<file path="src/rtl/tanh_grad_if.sv">
// ============================================================================
//  tanh_grad_if : operand/result handshake bundle for tanh_grad
//  Rev 1.0
// ============================================================================
`default_nettype none

interface tanh_grad_if #(
  parameter int WIDTH = 32
);
  logic [WIDTH-1:0] i_y;
  logic [WIDTH-1:0] i_err;
  logic             i_valid;
  logic             o_ready;
  logic [WIDTH-1:0] o_delta;
  logic             o_valid;
  logic             i_ready;

  modport slave (
    input  i_y, i_err, i_valid, i_ready,
    output o_ready, o_delta, o_valid
  );

  modport master (
    output i_y, i_err, i_valid, i_ready,
    input  o_ready, o_delta, o_valid
  );
endinterface

`default_nettype wire

</file>
<file path="src/rtl/tanh_grad.sv">
// ============================================================================
//  tanh_grad : delta = err * (1 - y^2) in Q8.24 using one shift-add multiplier
//  Rev 1.0
// ============================================================================
`default_nettype none

module tanh_grad #(
  parameter int WIDTH = 32
) (
  input  logic        clk,
  input  logic        rst_n,
  tanh_grad_if.slave  bus
);

  localparam logic [31:0] c_ONE = 32'h0100_0000;

  typedef enum logic [2:0] {
    S_IDLE = 3'd0,
    S_SQ   = 3'd1,
    S_SUB  = 3'd2,
    S_MUL  = 3'd3,
    S_DONE = 3'd4
  } state_t;

  state_t      r_state;
  state_t      w_state_next;

  // Only product bits [55:0] are ever observed, so the datapath is 56 bits wide.
  logic [55:0] r_acc;
  logic [55:0] r_mcand;
  logic [31:0] r_mplier;
  logic [4:0]  r_cnt;
  logic [31:0] r_err_abs;
  logic        r_sign;
  logic [31:0] r_delta;

  logic [31:0] w_y_abs;
  logic [31:0] w_y_clamp;
  logic [31:0] w_err_abs;
  logic [55:0] w_acc_next;
  logic [31:0] w_mag;
  logic [31:0] w_d;
  logic        w_last;

  assign w_y_abs    = bus.i_y[31] ? (32'd0 - bus.i_y) : bus.i_y;
  assign w_y_clamp  = (w_y_abs > c_ONE) ? c_ONE : w_y_abs;
  assign w_err_abs  = bus.i_err[31] ? (32'd0 - bus.i_err) : bus.i_err;
  assign w_acc_next = r_acc + (r_mplier[0] ? r_mcand : 56'd0);
  assign w_mag      = w_acc_next[55:24];
  assign w_d        = c_ONE - r_acc[55:24];
  assign w_last     = (r_cnt == 5'd31);

  assign bus.o_ready = (r_state == S_IDLE) && rst_n;
  assign bus.o_valid = (r_state == S_DONE);
  assign bus.o_delta = r_delta;

  always_ff @(posedge clk or negedge rst_n) begin
    if (!rst_n) r_state <= S_IDLE;
    else        r_state <= w_state_next;
  end

  always_comb begin
    w_state_next = r_state;
    case (r_state)
      S_IDLE:  if (bus.i_valid) w_state_next = S_SQ;
      S_SQ:    if (w_last)      w_state_next = S_SUB;
      S_SUB:                    w_state_next = S_MUL;
      S_MUL:   if (w_last)      w_state_next = S_DONE;
      S_DONE:  if (bus.i_ready) w_state_next = S_IDLE;
      default:                  w_state_next = S_IDLE;
    endcase
  end

  always_ff @(posedge clk or negedge rst_n) begin
    if (!rst_n) begin
      r_acc     <= '0;
      r_mcand   <= '0;
      r_mplier  <= '0;
      r_cnt     <= '0;
      r_err_abs <= '0;
      r_sign    <= 1'b0;
      r_delta   <= '0;
    end else begin
      case (r_state)
        S_IDLE: begin
          if (bus.i_valid) begin
            r_mcand   <= {24'd0, w_y_clamp};
            r_mplier  <= w_y_clamp;
            r_err_abs <= w_err_abs;
            r_sign    <= bus.i_err[31];
            r_acc     <= '0;
            r_cnt     <= '0;
          end
        end
        S_SQ, S_MUL: begin
          r_acc    <= w_acc_next;
          r_mcand  <= r_mcand << 1;
          r_mplier <= r_mplier >> 1;
          r_cnt    <= r_cnt + 5'd1;
          if (r_state == S_MUL && w_last)
            r_delta <= r_sign ? (32'd0 - w_mag) : w_mag;
        end
        S_SUB: begin
          r_mcand  <= {24'd0, r_err_abs};
          r_mplier <= w_d;
          r_acc    <= '0;
          r_cnt    <= '0;
        end
        default: ;
      endcase
    end
  end

endmodule

`default_nettype wire

</file>
<file path="src/flat_wrapper.sv">
// flat-port wrapper written by rule: the top's interface ports become plain ports
module tanh_grad_flat 
#(
  parameter int WIDTH = 32
)
  (clk, rst_n, bus_i_y, bus_i_err, bus_i_valid, bus_i_ready, bus_o_ready, bus_o_delta, bus_o_valid);
  tanh_grad_if #(.WIDTH(WIDTH)) bus_i ();
  input  logic clk;
  input  logic rst_n;
  input wire logic [$bits(bus_i.i_y)-1:0] bus_i_y;
  input wire logic [$bits(bus_i.i_err)-1:0] bus_i_err;
  input wire logic [$bits(bus_i.i_valid)-1:0] bus_i_valid;
  input wire logic [$bits(bus_i.i_ready)-1:0] bus_i_ready;
  output wire logic [$bits(bus_i.o_ready)-1:0] bus_o_ready;
  output wire logic [$bits(bus_i.o_delta)-1:0] bus_o_delta;
  output wire logic [$bits(bus_i.o_valid)-1:0] bus_o_valid;
  assign bus_i.i_y = bus_i_y;
  assign bus_i.i_err = bus_i_err;
  assign bus_i.i_valid = bus_i_valid;
  assign bus_i.i_ready = bus_i_ready;
  assign bus_o_ready = bus_i.o_ready;
  assign bus_o_delta = bus_i.o_delta;
  assign bus_o_valid = bus_i.o_valid;
  tanh_grad #(.WIDTH(WIDTH)) u_core (.clk(clk), .rst_n(rst_n), .bus(bus_i));
endmodule
</file>
<file path="config.mk">
export PLATFORM = sky130hd
export DESIGN_NAME = tanh_grad_flat
export DESIGN_NICKNAME = d
export VERILOG_FILES = /design/src/rtl/tanh_grad_if.sv /design/src/rtl/tanh_grad.sv /design/src/flat_wrapper.sv
export SDC_FILE = /design/constraint.sdc
export NUM_CORES = 1
export LEC_CHECK = 0
export ABC_AREA = 1
export CAP_MARGIN = 20
export CORE_AREA = 2 2 175 177
export CTS_CLUSTER_DIAMETER = 120
export DETAILED_ROUTE_END_ITERATION = 12
export DIE_AREA = 0 0 177 179
export HOLD_SLACK_MARGIN = 0.02
export PLACE_DENSITY = 0.79
export SYNTH_ARGS = -nofsm -noshare
export SYNTH_HDL_FRONTEND = slang
export SYNTH_SLANG_ARGS = --single-unit
</file>
<file path="constraint.sdc">
create_clock -name clk -period 6.33 [get_ports clk]
set_clock_uncertainty 0.05 [all_clocks]
set_input_delay 1.5825 -clock clk [delete_from_list [all_inputs] [get_ports clk]]
set_output_delay 1.5825 -clock clk [all_outputs]
set_load 0.02 [all_outputs]
</file>
[Word-level counts from Yosys, hierarchy flattened]
Cells that the tools add are included.
Operators by class
  add/sub/neg operators: 6
  magnitude comparators: 1
  eq/ne operators: 9
  multiplexer cells: 18
  reduce and logical (&&, ||, !) cells: 9
Operator list (count)
  one-hot mux 56 bit (3 select lines): 2
  2-to-1 mux 56 bit: 3
  2-to-1 mux 32 bit: 5
  one-hot mux 32 bit (3 select lines): 1
  subtractor 1 x 32 -> 32 bit (first input constant): 3
  adder 56 bit: 1
  > comparator 32 x 25 -> 1 bit (second input constant): 1
  subtractor 25 x 32 -> 32 bit (first input constant): 1
  one-hot mux 3 bit (5 select lines): 1
  one-hot mux 5 bit (3 select lines): 1
  2-to-1 mux 3 bit: 4
  == test 3 x 2 -> 1 bit (second input constant): 2
  AND reduction 2 bit: 3
  adder 5 x 1 -> 5 bit (second input constant): 1
  == test 5 bit (second input constant): 1
  2-to-1 mux 5 bit: 1
  inequality test 2 x 1 -> 1 bit (second input constant): 2
  inequality test 2 bit (second input constant): 2
  AND reduction 4 bit: 1
  == test 3 x 1 -> 1 bit (second input constant): 1
  == test 3 bit (second input constant): 1
  zero test 3 bit: 1
  nonzero test 3 bit: 1
  logical AND 1 bit: 2
  OR reduction 2 bit: 1
Storage, ports and cells
  register bits: 217
  input bits: 68
  output and inout port bits: 34
  word-level logic and storage cells: 51

[Depth between registers and ports, before layout]
  depth after elaboration: 6
  gate-level depth with buffers: 28

[Worst setup path before layout]
No wires, ideal clock.
  kind: input port to flip-flop
  start: input bus_i_y[1]
  end: register u_core.r_mcand[5]
  library setup time: 0.077 ns
  data arrival time: 3.467 ns
  required time: 6.203 ns
  slack: 2.735 ns
  cell stages on the path: 18
  path through: inv_1 ha_1 nand2_2 nor2_4 nand2_2 nor2_4 nand2_2 o21ai_4 nand2_2 nand2_2 nand2_2 nor2_4 nand3_2 or2_4 nand2_4 buf_12 nand3_2 a21oi_1
On the way
  word-level cells in the longest chain between the ends: 6
Ends and longest elaborated chain
  from (decl): line flat_wrapper.sv:10  | input wire logic [$bits(bus_i.i_y)-1:0] bus_i_y;
  subtractor 1 x 32 -> 32 bit: line tanh_grad.sv:45  | assign w_y_abs = bus.i_y[31] ? (32'd0 - bus.i_y) : bus.i_y;
  2-to-1 mux 32 bit (*): line tanh_grad.sv:45
  > comparator 32 x 25 -> 1 bit: line tanh_grad.sv:46  | assign w_y_clamp = (w_y_abs > c_ONE) ? c_ONE : w_y_abs;
  2-to-1 mux 32 bit (*): line tanh_grad.sv:46
  2-to-1 mux 56 bit (*): line tanh_grad.sv:86  | if (bus.i_valid) begin
  one-hot mux 56 bit (3 select lines) (*): line tanh_grad.sv:84  | case (r_state)
  to (signal assigned): line tanh_grad.sv:87  | r_mcand <= {24'd0, w_y_clamp};
  to (signal assigned): line tanh_grad.sv:97  | r_mcand <= r_mcand << 1;
  to (signal assigned): line tanh_grad.sv:104  | r_mcand <= {24'd0, r_err_abs};
  to (decl): line tanh_grad.sv:30  | logic [55:0] r_mcand;
Every way passes the cells marked *; elsewhere a longest branch is shown, timed or not. The select of a mux whose other input is x is not followed.
A chain may end at the register's enable or synchronous reset.

[Worst setup path in the final report]
  start: input rst_n
  end: output bus_o_ready
On the way
  word-level cells in the longest chain between the ends: 1
Ends and longest elaborated chain
  from (decl): line flat_wrapper.sv:9  | input logic rst_n;
  logical AND 1 bit: line tanh_grad.sv:53  | assign bus.o_ready = (r_state == S_IDLE) && rst_n;
  to (decl): line flat_wrapper.sv:14  | output wire logic [$bits(bus_i.o_ready)-1:0] bus_o_ready;
Every way passes these cells.

==> metrics.txt <==
status=finished clean; post-synthesis sequential area ratio=0.309; Hold Path Class=reg -> reg; largest net degree at the start of global routing=152; post-layout util=0.660; r2r startpoint=u_core.r_mplier[0]$_DFFE_PN0P_; Synth area leaders=dfrtp_1 31%, nand2_1 20%, inv_1 10%; full die area=31700 um2; CP max stage delay=610 ps; Syn Nets=2917; Initial DRC Count=1736; number of synthesized flops with an enable pin=0; post-CTS resize count=0; placer's final routability congestion estimate=0.989; crit end category=output port; fin nets=2989; CTS Root Cell=clkbuf_16; RSZ-0062 raised after global routing=no; hold slack=426 ps; Via-to-Cell Ratio=5.56; max-cap viol count=0; period utilization=0.701; average wire per standard cell=17.1 um; Worst R2R End=u_core.bus.o_delta[24]$_DFFE_PN0P_; setup_tns=0 ps; main flop type after synthesis=dfrtp_1; Setup CP Type=in -> out; I/O Buffers=101; Sink Count=217; initial antenna violation count=1; CTS H-tree depth=1; first-pass iteration count of the detailed router=7; Initial Util=0.586; global-route usage over all layers=0.354; Mapped Cells=2787; post-synthesis cell area=17600 um2; hold path cells=2; share of layout cells above drive strength 1=0.0501; fraction of registers with async set/reset=1.00; Ant. Diodes=0; Final setup viols=0; hold path startpoint=u_core.bus.o_delta[26]$_DFFE_PN0P_; Yosys top cell area share=0.309; slew at the pin closest to its max-slew limit=1050 ps; postcts setup bufs=0; Syn Area/Cell=6.31 um2; #FFs+latches synth=217; Slew headroom=0.299; vias=18200; CP max stage cell=clkdlybuf4s50_1; fin crit period=4440 ps; Overflow after GRT=0; Buf+Inv Stages, Crit Path=3; WHS Endpoint=u_core.bus.o_delta[26]$_DFFE_PN0P_; Worst EP required=4700 ps; global-route wire length before repair=87.3 mm; core box area=30000 um2; Clock transition at path regs=50 ps; row count=64; FF-to-FF path depth=21; highest net fanout along the worst path=68; critical path arrival=2800 ps; Num CTS Buffers=26; chip height=179 um; setup slack after layout=1890 ps; clk_lat worst skew=560 ps; Leak=10.6 nW; DP HPWL=44.5 mm; DRT Wirelength=56.1 mm; f_max=0.225 GHz; vias in the first global route=16600; Hold Buf Count CTS=0; Yosys warnings=0; DP Worst Slack=1770 ps; Filler cells=2749; # IOs=102; Synth area leader=dfrtp_1; Final Max Tran Viols=0; flop2flop setup slack=2190 ps; critical-path cell list=buf_8 > inv_1 > nor2_1 > clkdlybuf4s50_1; synthesis-to-layout area growth=12.6%; Startpoint Class=input port; Post-DRT Antenna Nets=0; worst IR drop on VDD=723 uV; Post-route DRC=0; CTS tree=built; Final Hold Violating Endpoints=0; power density cells=486 nW/um2; critical path's top delay family=buffers and inverters; die width=177 um; synth unique cells=52; deepest clock path buffer count=3
-- registers in the layout (all words and copies together), names as in the netlist --
| name | count |
|---|---|
| u_core.r_err_abs | 32 |
| u_core.r_sign | 1 |
| u_core.r_acc | 56 |
| u_core.r_state | 3 |
| u_core.r_mcand | 56 |
| u_core.r_mplier | 32 |
| u_core.r_cnt | 5 |
| u_core.bus.o_delta | 32 |
-- cells in the final DEF, fill, tap and decap left out, types with 5 or more instances in the layout --
cell type,count
nand2_1,918
inv_1,471
nor2_1,272
dfrtp_1,217
nand3_1,149
a21oi_1,125
o21ai_0,114
clkdlybuf4s50_1,100
ha_1,61
o22ai_1,54
xor2_1,49
nand4_1,39
xnor2_1,34
a221oi_1,29
clkbuf_16,26
nand3_2,22
nor3_1,21
nand2_2,15
nor2_2,14
buf_4,14
o21ai_1,11
nor2_4,8
clkbuf_1,8
nor4_1,7
or2_2,7
a31oi_1,7
inv_2,6
a21oi_2,6
o211ai_1,6
clkinv_1,5
o21bai_1,5
clkbuf_8,5
-- per-stage QoR --
step	instances	power, W	instance area (um2)
2_1_floorplan	2787	0.00628	17600
3_3_place_gp	3226	0.00781	18900
3_5_place_dp	3226	0.00796	18900
4_1_cts	3272	0.00951	19800
5_1_grt	3273	0.0104	19800
6_report	3273	0.00964	19800
-- metal layers --
metal  global-route usage  share of wire
met4                0.140          0.041
met5                    0        0.00023
met3               0.0549          0.084
met2                0.565           0.44
met1                0.481           0.43
-- how the worst max path moves through the flow --
stage | from | to | slack (ps) | cells after the start
3_5_place_dp | bus_i_y[0] | u_core.r_mplier[7]$_DFFE_PN0P_ | 1770 | 18
4_1_cts | rst_n | bus_o_ready | 1870 | 4
5_1_grt | rst_n | bus_o_ready | 1780 | 4
6_report | rst_n | bus_o_ready | 1890 | 4
3_3_place_gp | bus_i_y[0] | u_core.r_mcand[8]$_DFFE_PN0P_ | 1830 | 18
2_1_floorplan | bus_i_y[1] | u_core.r_mcand[5]$_DFFE_PN0P_ | 2740 | 18
-- layout make-up --
| type | count | area, um2 | area share |
|---|---|---|---|
| Inverter | 483 | 1810 | 0.0915 |
| Sequential cell | 217 | 5430 | 0.274 |
| Tap cell | 396 | 495 | 0.0250 |
| Clock buffer | 39 | 749 | 0.0378 |
| Clock inverter | 7 | 114 | 0.00574 |
| Multi-Input combinational cell | 2014 | 10100 | 0.507 |
| Timing Repair Buffer | 117 | 1160 | 0.0586 |
-- logic make-up after synthesis --
| kind of cell | after synthesis | synth area share |
|---|---|---|
| adders and majority gates | 62 | 0.0445 |
| xor gates and xnor gates | 83 | 0.0413 |
| AOI/OAI and AO/OA | 378 | 0.126 |
| and+or+nand+nor | 1491 | 0.359 |
| DFF | 217 | 0.309 |
| buffers and inverters | 556 | 0.121 |
-- cells in the mapped netlist (7+ instances only) --
master	count
nand2_1	919
inv_1	472
nor2_1	273
dfrtp_1	217
nand3_1	150
a21oi_1	125
o21ai_0	114
ha_1	61
clkbuf_1	58
o22ai_1	54
xor2_1	49
nand4_1	39
xnor2_1	34
a221oi_1	29
nand3_2	21
nor3_1	21
nand2_2	14
nor2_2	14
o21ai_1	11
buf_1	8
a31oi_1	7
nor2_4	7
nor4_1	7
or2_2	7
-- worst register-to-register path, stage by stage, from the launching register on --
cell,delay (ps)
dfrtp_1,450
buf_4,280
nand2_1,120
inv_1,70
ha_1,430
nand2_1,140
nor2_1,290
nand2_1,130
nor3_1,470
nand3_1,330
nand3_1,210
nand2_1,70
nand2_1,200
nand2_1,130
inv_1,70
nand2_1,60
nor2_1,100
nand3_1,150
nand2_1,90
nand2_1,50
nand3_1,70
nand2_1,60
-- power by group --
group          switching, W  internal, W
Sequential         0.000495      0.00201
Combinational       0.00374      0.00189
Clock              0.000606     0.000899
No activity file was read; power rests on OpenSTA's default activity.
